<file path="config.mk">
export PLATFORM = sky130hd
export DESIGN_NAME = alu_seq_flat
export DESIGN_NICKNAME = d
export VERILOG_FILES = /design/src/rtl/alu_seq_if.sv /design/src/rtl/alu_seq.sv /design/src/flat_wrapper.sv
export SDC_FILE = /design/constraint.sdc
export NUM_CORES = 1
export LEC_CHECK = 0
export BUFFER_PORTS_ARGS = -buffer_cell sky130_fd_sc_hd__buf_2
export CAP_MARGIN = 5
export CORE_ASPECT_RATIO = 1.4
export CORE_UTILIZATION = 45
export DETAILED_ROUTE_END_ITERATION = 8
export GPL_TIMING_DRIVEN = 0
export PLACE_DENSITY = 0.73
export SYNTH_ARGS = -nofsm -noshare
export SYNTH_HDL_FRONTEND = slang
export SYNTH_SLANG_ARGS = --single-unit
export TNS_END_PERCENT = 100
</file>
<file path="constraint.sdc">
create_clock -name CLK -period 3.4 [get_ports CLK]
set_input_delay 0.68 -clock CLK [delete_from_list [all_inputs] [get_ports CLK]]
set_output_delay 0.68 -clock CLK [all_outputs]
set_load 0.02 [all_outputs]
</file>
<file path="src/rtl/alu_seq_if.sv">
// alu_seq_if: request/response bundle between the register-file read stage
// (master) and the sequential ALU (slave).
//   START   - request, accepted on a rising clock edge while READY=1
//   A, B    - unsigned operands (B is the shift amount for SHL/SHR)
//   SEL     - 4-bit opcode
//   READY   - ALU can accept START this cycle
//   DONE    - one-cycle pulse: ALU_OUT/FLAG hold a new result
//   ALU_OUT - registered result
//   FLAG    - registered flags {borrow, overflow, carry, zero}
interface alu_seq_if #(
  parameter int WIDTH = 8
);
  logic             START;
  logic [WIDTH-1:0] A;
  logic [WIDTH-1:0] B;
  logic [3:0]       SEL;
  logic             READY;
  logic             DONE;
  logic [WIDTH-1:0] ALU_OUT;
  logic [3:0]       FLAG;

  modport master (output START, A, B, SEL, input READY, DONE, ALU_OUT, FLAG);
  modport slave  (input START, A, B, SEL, output READY, DONE, ALU_OUT, FLAG);
endinterface

</file>
<file path="src/rtl/alu_seq.sv">
// alu_seq: registered WIDTH-bit ALU with a start/ready/done handshake.
// Single-cycle ops register their result at the accepting edge. MUL runs a
// shift-add engine (multiplier LSB first) and DIV/REM a restoring divider
// (quotient MSB first); both spend exactly WIDTH cycles in CALC.
// Ports:
//   CLK   - rising-edge clock
//   RST_N - asynchronous active-low reset; aborts any operation in flight
//   bus   - alu_seq_if slave modport (START/A/B/SEL in, READY/DONE/ALU_OUT/FLAG out)
module alu_seq #(
  parameter int WIDTH = 8
) (
  input  logic      CLK,
  input  logic      RST_N,
  alu_seq_if.slave  bus
);

  localparam int               CW    = $clog2(WIDTH);
  localparam logic [WIDTH-1:0] W_MAX = WIDTH'(WIDTH);

  typedef enum logic [3:0] {
    OP_ADD  = 4'h0, OP_SUB  = 4'h1, OP_MUL  = 4'h2, OP_DIV  = 4'h3,
    OP_SHL  = 4'h4, OP_SHR  = 4'h5, OP_AND  = 4'h6, OP_OR   = 4'h7,
    OP_XOR  = 4'h8, OP_XNOR = 4'h9, OP_NAND = 4'hA, OP_NOR  = 4'hB,
    OP_REM  = 4'hC, OP_RS_D = 4'hD, OP_RS_E = 4'hE, OP_RS_F = 4'hF
  } op_e;

  typedef enum logic [1:0] {S_IDLE, S_CALC, S_DONE} state_e;
  typedef enum logic [1:0] {M_MUL, M_DIV, M_REM} mode_e;

  op_e              op;
  state_e           state, state_n;
  mode_e            mode;
  logic             ready, done, accept, go_calc;
  logic [CW-1:0]    cnt;
  logic [WIDTH-1:0] opd;        // multiplicand (MUL) or divisor (DIV/REM)
  logic [WIDTH-1:0] hi, lo;     // MUL: product {hi,lo}; DIV: remainder hi, quotient lo
  logic             lt_q;       // A<B captured at accept, for the DIV/REM borrow flag
  logic [WIDTH-1:0] hi_n, lo_n;
  logic [WIDTH:0]   mul_sum, rem_sh, diff, sh_wide;
  logic [WIDTH-1:0] s_res, c_res, alu_out_q;
  logic [3:0]       s_flag, c_flag, flag_q;
  logic             s_zero;

  assign op     = op_e'(bus.SEL);
  assign accept = bus.START && ready;

  // Single-cycle result, computed from the live inputs at the accepting edge.
  // NOTE: every variable gets a default before the case so no path leaves it
  // unassigned, which would otherwise infer a latch.
  always_comb begin
    s_res   = '0;
    s_flag  = '0;
    s_zero  = 1'b1;
    sh_wide = '0;
    go_calc = 1'b0;
    case (op)
      OP_ADD: {s_flag[1], s_res} = {1'b0, bus.A} + {1'b0, bus.B};
      OP_SUB: begin
        s_res     = bus.A - bus.B;
        s_flag[3] = (bus.A < bus.B);
      end
      OP_MUL: go_calc = 1'b1;
      OP_DIV, OP_REM: begin
        if (bus.B == '0) begin
          s_res  = '1;
          s_flag = 4'h4;
          s_zero = 1'b0;
        end else begin
          go_calc = 1'b1;
        end
      end
      // The extra bit beside A catches the last bit shifted out.
      OP_SHL: begin
        if (bus.B <= W_MAX) begin
          sh_wide   = {1'b0, bus.A} << bus.B;
          s_res     = sh_wide[WIDTH-1:0];
          s_flag[1] = sh_wide[WIDTH];
        end
      end
      OP_SHR: begin
        if (bus.B <= W_MAX) begin
          sh_wide   = {bus.A, 1'b0} >> bus.B;
          s_res     = sh_wide[WIDTH:1];
          s_flag[1] = sh_wide[0];
        end
      end
      OP_AND:  s_res = bus.A & bus.B;
      OP_OR:   s_res = bus.A | bus.B;
      OP_XOR:  s_res = bus.A ^ bus.B;
      OP_XNOR: s_res = ~(bus.A ^ bus.B);
      OP_NAND: s_res = ~(bus.A & bus.B);
      OP_NOR:  s_res = ~(bus.A | bus.B);
      default: s_zero = 1'b0;          // reserved opcodes report no flags
    endcase
    if (s_zero) s_flag[0] = (s_res == '0);
  end

  // One iteration of the multiply / restoring-divide engine, plus the result
  // that the final iteration would produce.
  always_comb begin
    mul_sum = {1'b0, hi} + (lo[0] ? {1'b0, opd} : '0);
    rem_sh  = {hi, lo[WIDTH-1]};
    diff    = rem_sh - {1'b0, opd};
    if (mode == M_MUL) begin
      hi_n = mul_sum[WIDTH:1];
      lo_n = {mul_sum[0], lo[WIDTH-1:1]};
    end else begin
      // A negative trial difference (top bit set) restores the shifted remainder.
      hi_n = diff[WIDTH] ? rem_sh[WIDTH-1:0] : diff[WIDTH-1:0];
      lo_n = {lo[WIDTH-2:0], ~diff[WIDTH]};
    end
    c_res  = hi_n;
    c_flag = '0;
    case (mode)
      M_MUL: begin
        c_res     = lo_n;
        c_flag[2] = (hi_n != '0);
      end
      M_DIV: begin
        c_res     = lo_n;
        c_flag[3] = lt_q;
      end
      default: c_flag[3] = lt_q;
    endcase
    c_flag[0] = (c_res == '0);
  end

  // NOTE: sequential state is always written with non-blocking assignments so
  // every register samples pre-edge values regardless of process order.
  always_ff @(posedge CLK or negedge RST_N) begin
    if (!RST_N) state <= S_IDLE;
    else        state <= state_n;
  end

  always_comb begin
    state_n = state;
    ready   = 1'b1;
    done    = 1'b0;
    case (state)
      S_IDLE, S_DONE: begin
        done = (state == S_DONE);
        if (bus.START) state_n = go_calc ? S_CALC : S_DONE;
        else           state_n = S_IDLE;
      end
      S_CALC: begin
        ready = 1'b0;
        if (cnt == '0) state_n = S_DONE;
      end
      default: state_n = S_IDLE;
    endcase
  end

  // NOTE: the engine registers are reset alongside the outputs so an aborted
  // operation leaves no partial product or remainder behind.
  always_ff @(posedge CLK or negedge RST_N) begin
    if (!RST_N) begin
      mode      <= M_MUL;
      cnt       <= '0;
      opd       <= '0;
      hi        <= '0;
      lo        <= '0;
      lt_q      <= 1'b0;
      alu_out_q <= '0;
      flag_q    <= '0;
    end else if (accept) begin
      mode <= (op == OP_MUL) ? M_MUL : ((op == OP_DIV) ? M_DIV : M_REM);
      cnt  <= CW'(WIDTH - 1);
      opd  <= (op == OP_MUL) ? bus.A : bus.B;
      hi   <= '0;
      lo   <= (op == OP_MUL) ? bus.B : bus.A;
      lt_q <= (bus.A < bus.B);
      if (!go_calc) begin
        alu_out_q <= s_res;
        flag_q    <= s_flag;
      end
    end else if (state == S_CALC) begin
      hi  <= hi_n;
      lo  <= lo_n;
      cnt <= cnt - 1'b1;
      if (cnt == '0) begin
        alu_out_q <= c_res;
        flag_q    <= c_flag;
      end
    end
  end

  assign bus.READY   = ready;
  assign bus.DONE    = done;
  assign bus.ALU_OUT = alu_out_q;
  assign bus.FLAG    = flag_q;

endmodule

</file>
<file path="src/flat_wrapper.sv">
// flat-port wrapper written by rule: the top's interface ports become plain ports
module alu_seq_flat 
#(
  parameter int WIDTH = 8
)
  (CLK, RST_N, bus_START, bus_A, bus_B, bus_SEL, bus_READY, bus_DONE, bus_ALU_OUT, bus_FLAG);
  alu_seq_if #(.WIDTH(WIDTH)) bus_i ();
  input  logic CLK;
  input  logic RST_N;
  input wire logic [$bits(bus_i.START)-1:0] bus_START;
  input wire logic [$bits(bus_i.A)-1:0] bus_A;
  input wire logic [$bits(bus_i.B)-1:0] bus_B;
  input wire logic [$bits(bus_i.SEL)-1:0] bus_SEL;
  output wire logic [$bits(bus_i.READY)-1:0] bus_READY;
  output wire logic [$bits(bus_i.DONE)-1:0] bus_DONE;
  output wire logic [$bits(bus_i.ALU_OUT)-1:0] bus_ALU_OUT;
  output wire logic [$bits(bus_i.FLAG)-1:0] bus_FLAG;
  assign bus_i.START = bus_START;
  assign bus_i.A = bus_A;
  assign bus_i.B = bus_B;
  assign bus_i.SEL = bus_SEL;
  assign bus_READY = bus_i.READY;
  assign bus_DONE = bus_i.DONE;
  assign bus_ALU_OUT = bus_i.ALU_OUT;
  assign bus_FLAG = bus_i.FLAG;
  alu_seq #(.WIDTH(WIDTH)) u_core (.CLK(CLK), .RST_N(RST_N), .bus(bus_i));
endmodule
</file>
==> impl_results.md, run 1 <==
* Cells after synthesis at 686
* Crit path max-delay family: compound AO/OA/AOI/OAI gates
* First-pass GRT wire length at 30400 um
* Antenna diodes at 0
* Die H at 132 um
* CTS tree: done
* Cell Rows at 47
* CP cell instances: buf_2 > inv_1 > ha_1 > nor4bb_1 > nand2_1 > a2111oi_1 > a2111oi_0 > a21oi_1 > nor2_1 > nand4b_1 > o31ai_1
* Skew-Pair Late Insertion Delay at 300 ps
* Dpl cells at 868
* Die area at 0.0126 mm2
* PortBufs at 35
* Die Wd at 95.0 um
* Via density per instance at 6.51
* Grt ovf at 0
* Worst slew pin tran at 1050 ps
* Starting Density at 46.1%
* Synth Area in Simple Gates at 20.2%
* Final slew viol count at 0
* Avg Cell Area, Syn at 7.94 um2
* Synth Area in Compound Gates at 28.8%
* Post-synthesis xor/xnor area fraction at 3.38%
* Final WS setup at -63.2 ps
* Finish-stage setup viols at 2
* Largest net degree at the start of global routing at 45
* Failing checks: setup timing
* DRC at 0
* Buf/Inv on CP at 2
* Commonest cells after routing, fill and taps aside: 71 x nand2_1, 53 x o21ai_0, 46 x buf_2, 46 x ha_1
* Syn. warnings at 0
* Multiplexer share of the synthesized area at 8.50%
* Fin. Hold Viols at 0
* Via count of the routed design at 5721
* Commonest non-fill, non-tap cell in the layout: nand2_1
* Layout area overhead at 10.2%
* Vias in the first global route at 5627
* Number of synthesized register bits at 44
* Worst Hold Class: reg2reg
* Overall routing resource usage at 32.1%
* Ys async rst share at 100%
* Power Density at 438 mW/mm2
* Final cell count without fillers at 879
* Largest family of logic cells by synthesized area: compound AO/OA/AOI/OAI gates
* Syn_nets at 759
* DRT iter0 DRCs at 470
* Final ANT Viol Nets at 0
* Clock Tree Buf Depth at 2
* Number of max-cap violations at 0
* Nets at 804
* EDFF count, synth at 0
* Setup crit end kind: flop
* Worst-path fanout max at 5
* Worst Skew at 8.14 ps
* Leak at 2.63 nW
* Fin util at 50.8%
* Post-synth top flop: dfrtp_1
* I/O pin count at 37
* Adder-cell share of the synthesized area at 12.0%
* Status: finished, violations left
* Syn Std Cell Area at 0.00545 mm2
* Critical path arrival at 3630 ps
* Clock-pin slew on the worst setup and hold paths at 60 ps
* Routability cong. at 1.00
* CTS sink count at 44
* TritonRoute pass-1 iters at 5
* Crit path kind: in2reg
* Core Box Area at 0.0118 mm2
* Share of cells above drive strength 1 at 13.4%
* Crit path largest cell delay at 930 ps
* RSZ-0062 raised after global routing: true
* CP Launch Type: input pin
* Fmax achieved at 289 MHz
* Max VDD drop at 0.215 mV
* Post-DP HPWL at 15400 um
* Synth unique cells at 85
* Worst path slowest cell: a2111oi_1
* Antenna violations before repair at 0
* Period utilization at 102%
* Max transition margin at 29.8%
* CTS Buf Count at 5
* Minimum clock period at 3460 ps
* H-tree Lvls at 2
* DR WL/cell at 22.4 um
* Aggregate routed wire length at 19700 um
* CTS Root Cell: clkbuf_16
* Critical Path RT at 3570 ps
* Seq/Total Area, Yosys at 20.2%
[registers in the layout, indices dropped and copies added (netlist names)]
signal              count
u_core.lo               8
u_core.bus.FLAG         4
u_core.hi               8
u_core.cnt              3
u_core.bus.ALU_OUT      8
u_core.lt_q             1
u_core.state            2
u_core.mode             2
u_core.opd              8
[cells by family after synthesis]
family                     Yosys count
muxes                               36
xor gates and xnor gates            21
AOI/OAI and AO/OA                  231
and+or+nand+nor                    215
buffers and inverters               89
adders and majority gates           50
DFF                                 44
[layout make-up]
type,count,area [um2]
fill,1171,5820
multi-input combinational,553,3990
sequential,44,1100
timing repair buffer,40,213
buffer,42,198
tap,147,184
inverter,45,169
clock buffer,7,143
clock inverter,1,7.51
[final timing paths]
kind / start / endpoint / slack [ps] / cells after the start
setup reg to reg: u_core.lo[7] / u_core.bus.FLAG[0] / 70 / 13
min in group asynchronous: RST_N / u_core.bus.FLAG[2] / 560 / 1
hold / removal: u_core.cnt[0] / u_core.cnt[0] / 480 / 1
hold reg to reg: u_core.cnt[0] / u_core.cnt[0] / 480 / 1
max in group asynchronous: RST_N / u_core.bus.FLAG[3] / 2210 / 1
setup / recovery: bus_SEL[3] / u_core.bus.FLAG[0] / -60 / 11
[worst register-to-register path: cells and delay by family (launching register included)]
| kind | cells | cell delay [ps] |
|---|---|---|
| AO/OA/AOI/OAI | 7 | 1690 |
| adder cells (fa/ha/maj) | 2 | 670 |
| buffers and inverters | 3 | 330 |
| flip-flops | 1 | 410 |
| AND/OR/NAND/NOR | 1 | 110 |
[synthesized netlist by cell type, types with 9 or more instances]
cell type / number / area, um2
a21oi_1: 43 / 215
a31oi_1: 17 / 106
and2_1: 17 / 106
buf_2: 11 / 55.1
clkbuf_1: 26 / 97.6
dfrtp_1: 44 / 1100
ha_1: 46 / 576
inv_1: 44 / 165
mux2i_1: 19 / 190
nand2_1: 71 / 267
nand3_1: 16 / 80.1
nor2_1: 40 / 150
nor3_1: 13 / 65.1
o211ai_1: 22 / 165
o21ai_0: 54 / 270
o22ai_1: 9 / 56.3
or3_1: 9 / 56.3
xnor2_1: 9 / 78.8
xor2_1: 12 / 105
[power breakdown]
part / internal (mW) / switching, mW / total (mW)
clock: 0.293 / 0.210 / 0.503
sequential: 0.633 / 0.0967 / 0.730
combinational: 0.541 / 0.858 / 1.40
[through the flow]
| stage | setup WS [ps] | total power, mW | setup TNS, ps | hold WS (ps) | cell area [um2] |
|---|---|---|---|---|---|
| after global routing | -59.6 | 2.79 | -59.6 | 491 | 6000 |
| after detailed placement | -279 | 2.06 | -810 | 469 | 5810 |
| after floorplan | 329 | 1.66 | 0 | 384 | 5450 |
| after global placement | -190 | 2.03 | -561 | 456 | 5810 |
| after CTS | 10.6 | 2.57 | 0 | 479 | 5960 |
| final | -63.2 | 2.63 | -116 | 482 | 6000 |
[layer usage]
metal / up-vias / part of all wire, % / global-route usage [%]
li1: 2623 / - / -
met1: 2749 / 37 / 35.9
met2: 273 / 51 / 56.4
met3: 76 / 5.3 / 2.77
met4: 0 / 7.1 / 21.1
met5: - / 0 / 0
[timing repair]
item                                    CTS  global route
setup buffers                             0             5
endpoints found under the setup margin    2             5
hold buffers                              0             0
pin swaps                                 0             2
resized for setup                         1             4
Power figures use the tool's default switching activity.
==> run 2: changes to the inputs <==
--- a/config.mk
+++ b/config.mk
@@ -5,12 +5,14 @@
 export SDC_FILE = /design/constraint.sdc
 export NUM_CORES = 1
 export LEC_CHECK = 0
+export ABC_AREA = 1
 export BUFFER_PORTS_ARGS = -buffer_cell sky130_fd_sc_hd__buf_2
 export CAP_MARGIN = 5
 export CORE_ASPECT_RATIO = 1.4
 export CORE_UTILIZATION = 45
 export DETAILED_ROUTE_END_ITERATION = 8
 export GPL_TIMING_DRIVEN = 0
+export MAX_ROUTING_LAYER = met4
 export PLACE_DENSITY = 0.73
 export SYNTH_ARGS = -nofsm -noshare
 export SYNTH_HDL_FRONTEND = slang
==> constraint.sdc (replaced) <==
create_clock -name CLK -period 3.75 [get_ports CLK]
set_input_delay 0.75 -clock CLK [delete_from_list [all_inputs] [get_ports CLK]]
set_output_delay 0.75 -clock CLK [all_outputs]
set_load 0.02 [all_outputs]
==> impl_results.md, run 2 <==
* Via density per instance at 5.75 (-12%)
* Max transition margin at 33.2% (+3.4 points)
* CP cell instances: buf_2 > buf_2 > inv_1 > clkbuf_1 > ha_1 > inv_1 > nand3_1 > nand2_1 > nand3_1 > nand2_1 > nand2_1 > nand3_1 > nand2_1 > nor2_1 > nand4_1 > nand2_1 > a21oi_1 > o21ai_0 > nand2_1
* Post-synth top area share at 20.7% (+0.49 points)
* Status: finished, final reports clean
* Final slew viol count at 0 (unchanged)
* EDFF count, synth at 0 (unchanged)
* Power Density at 417 mW/mm2 (-4.8%)
* Postcts setup bufs at 0 (unchanged)
* Crit path largest cell delay at 520 ps (-410 ps)
* CTS tree: done
* DR WL/cell at 17.1 um (-23%)
* Synth cell count leaders: 219 x nand2_1, 114 x nand3_1, 109 x inv_1
* Post-DP HPWL at 14300 um (-7.7%)
* DRT iter0 DRCs at 358 (-24%)
* Antenna diodes at 0 (unchanged)
* CP Launch Type: input pin
* Via count of the routed design at 6075 (+6.2%)
* Nets at 985 (+23%)
* Fin. Hold Viols at 0 (unchanged)
* Commonest non-fill, non-tap cell in the layout: nand2_1
* Clock Tree Buf Depth at 2 (unchanged)
* I/O pin count at 37 (unchanged)
* CTS sink count at 44 (unchanged)
* Skew-Pair Late Insertion Delay at 290 ps (about the same)
* Synth unique cells at 42 (-51%)
* Setup TNS at 0 ps (+116 ps)
* Overall routing resource usage at 31.9% (-0.20 points)
* Antenna violations before repair at 0 (unchanged)
* Cells after synthesis at 869 (+27%)
* First-pass GRT wire length at 29100 um (-4.2%)
* Final instance area at 0.00585 mm2 (-2.5%)
* Fmax achieved at 301 MHz
* Worst Skew at 3.10 ps (-5.04 ps)
* Fin util at 51.3% (+0.55 points)
* Crit path kind: in2reg
* Leak at 3.19 nW (+21%)
* Max VDD drop at 0.182 mV (-15%)
* Critical path arrival at 3490 ps (-140 ps)
* Setup crit end kind: flop
* Worst slew pin tran at 1000 ps (-48.1 ps)
* Final cell count without fillers at 1057 (+20%)
* TritonRoute pass-1 iters at 6 (+1)
* Minimum clock period at 3320 ps
* Period utilization at 88.5%
* Number of synthesized register bits at 44 (unchanged)
* Dpl cells at 1049 (+21%)
* RSZ-0062 raised after global routing: false
* H-tree Lvls at 2 (unchanged)
* Worst-path fanout max at 11 (+6)
* Core Box Area at 0.0114 mm2 (-3.6%)
* CP most frequent cell: nand2_1
* Post-synth top flop: dfrtp_1
* Share of cells above drive strength 1 at 8.87% (-4.5 points)
* Vias in the first global route at 5893 (+4.7%)
* CTS Root Cell: clkbuf_16
* Seq/Total Area, Yosys at 20.7% (+0.49 points)
* Die Wd at 93.9 um (-1.2%)
* Buf/Inv on CP at 5 (+3)
* Finish-stage setup viols at 0 (-2)
* Grt ovf at 0 (unchanged)
* Syn Std Cell Area at 0.00532 mm2 (-2.3%)
* Pwr Total at 2.44 mW (-7.2%)
* Worst Hold Class: reg2reg
* CTS Buf Count at 5 (unchanged)
* Die H at 131 um (-1.2%)
* PortBufs at 36 (+2.9%)
* Largest net degree at the start of global routing at 45 (unchanged)
* Placed Instance Area at 0.00568 mm2 (-2.2%)
* Avg Cell Area, Syn at 6.12 um2 (-23%)
* Aggregate routed wire length at 18100 um (-8.0%)
* Ys async rst share at 100% (unchanged)
* Final ANT Viol Nets at 0 (unchanged)
* Critical Path RT at 3920 ps (+350 ps)
* Cell Rows at 46 (-2.1%)
* Routability cong. at 1.02 (+1.6%)
* Number of max-cap violations at 0 (unchanged)
* DRC at 0 (unchanged)
* Post-cts resize count at 0 (-1)
* Commonest cells after routing, fill and taps aside: 219 x nand2_1, 114 x nand3_1, 109 x inv_1
* Clock-pin slew on the worst setup and hold paths at 70 ps (about the same)
* Worst path slowest cell: clkbuf_1
* Syn. warnings at 0 (unchanged)
* Crit path max-delay family: simple AND/OR/NAND/NOR gates
* Largest area contributor in the netlist: dfrtp_1
* Die area at 0.0123 mm2 (-2.3%)
* Starting Density at 46.7% (+0.60 points)
* Layout area overhead at 10.0%
* Hold buffers post-CTS at 0 (unchanged)
* Syn_nets at 942 (+24%)
* Largest cells by area after synthesis: dfrtp_1 21%, nand2_1 15%, ha_1 11%, nand3_1 11%, inv_1 7.7%
* Most frequent cell after synthesis: nand2_1
-- run 2: cell count changes after synthesis, moves of 9 or more --
cell,delta
nand2_1,+148
nand3_1,+98
inv_1,+65
nor2_1,+29
nand4_1,+22
a21oi_1,+20
mux2i_1,-19
o21ai_0,+18
and2_1,-17
o211ai_1,-17
a31oi_1,-14
clkbuf_1,-11
nor3_1,-11
or3_1,-9
-- run 2: worst paths after layout --
check                           cells past startpoint                from                    end  slack [ps]
worst max register to register                     22        u_core.lo[7]     u_core.bus.FLAG[2]         700
worst min-delay path                                2  u_core.bus.FLAG[2]     u_core.bus.FLAG[2]         480
max in group asynchronous                           1               RST_N  u_core.bus.ALU_OUT[7]        2500
worst max-delay path                               19            bus_B[1]  u_core.bus.ALU_OUT[7]         430
min in group asynchronous                           1               RST_N          u_core.opd[4]         620
worst min register to register                      2  u_core.bus.FLAG[2]     u_core.bus.FLAG[2]         480
-- run 2: worst reg2reg max path, delay by kind of cell, from the launching register on --
kind / cells / cell delay [ps]
fa+ha+maj: 2 / 650
flops: 1 / 390
simple gates: 17 / 1570
buf+inv: 3 / 310
-- run 2: power breakdown --
group	switching (mW)	internal [mW]	total, mW
sequential	0.0751	0.581	0.656
clock	0.198	0.317	0.515
combinational	0.861	0.410	1.27
total	1.13	1.31	2.44
-- run 2: metrics by stage --
step	hold WS (ps)	worst slack [ps]
after CTS	483	527
after detailed placement	465	220
after global routing	501	171
final	478	432
after floorplan	454	1070
after global placement	461	255
-- run 2: kinds of logic after synthesis --
kind of cell    Yosys count  share of synthesized area, %
simple gates            447                          36.6
compound gates          176                          18.4
buf+inv                 144                          10.6
fa+ha+maj                50                          12.3
flops                    44                          20.7
xor+xnor                  8                          1.32
-- run 2: area by class of cell --
cell class                      instances  area [um2]
Fill cell                            1268        5550
Multi-Input combinational cell        681        3650
Sequential cell                        44        1100
Inverter                              116         435
Timing Repair Buffer                   36         180
Tap cell                              144         180
Buffer                                 28         130
Clock buffer                            5         125
Clock inverter                          3        46.3
-- run 2: routing by layer --
metal  wire length (um)  GRT usage [%]  vias to the layer above
li1                   -              -                     2985
met1               6710           35.0                     2700
met2               8900           53.2                      308
met3               1220           3.01                       82
met4               1270           24.3                        0
met5                  0              -                        -
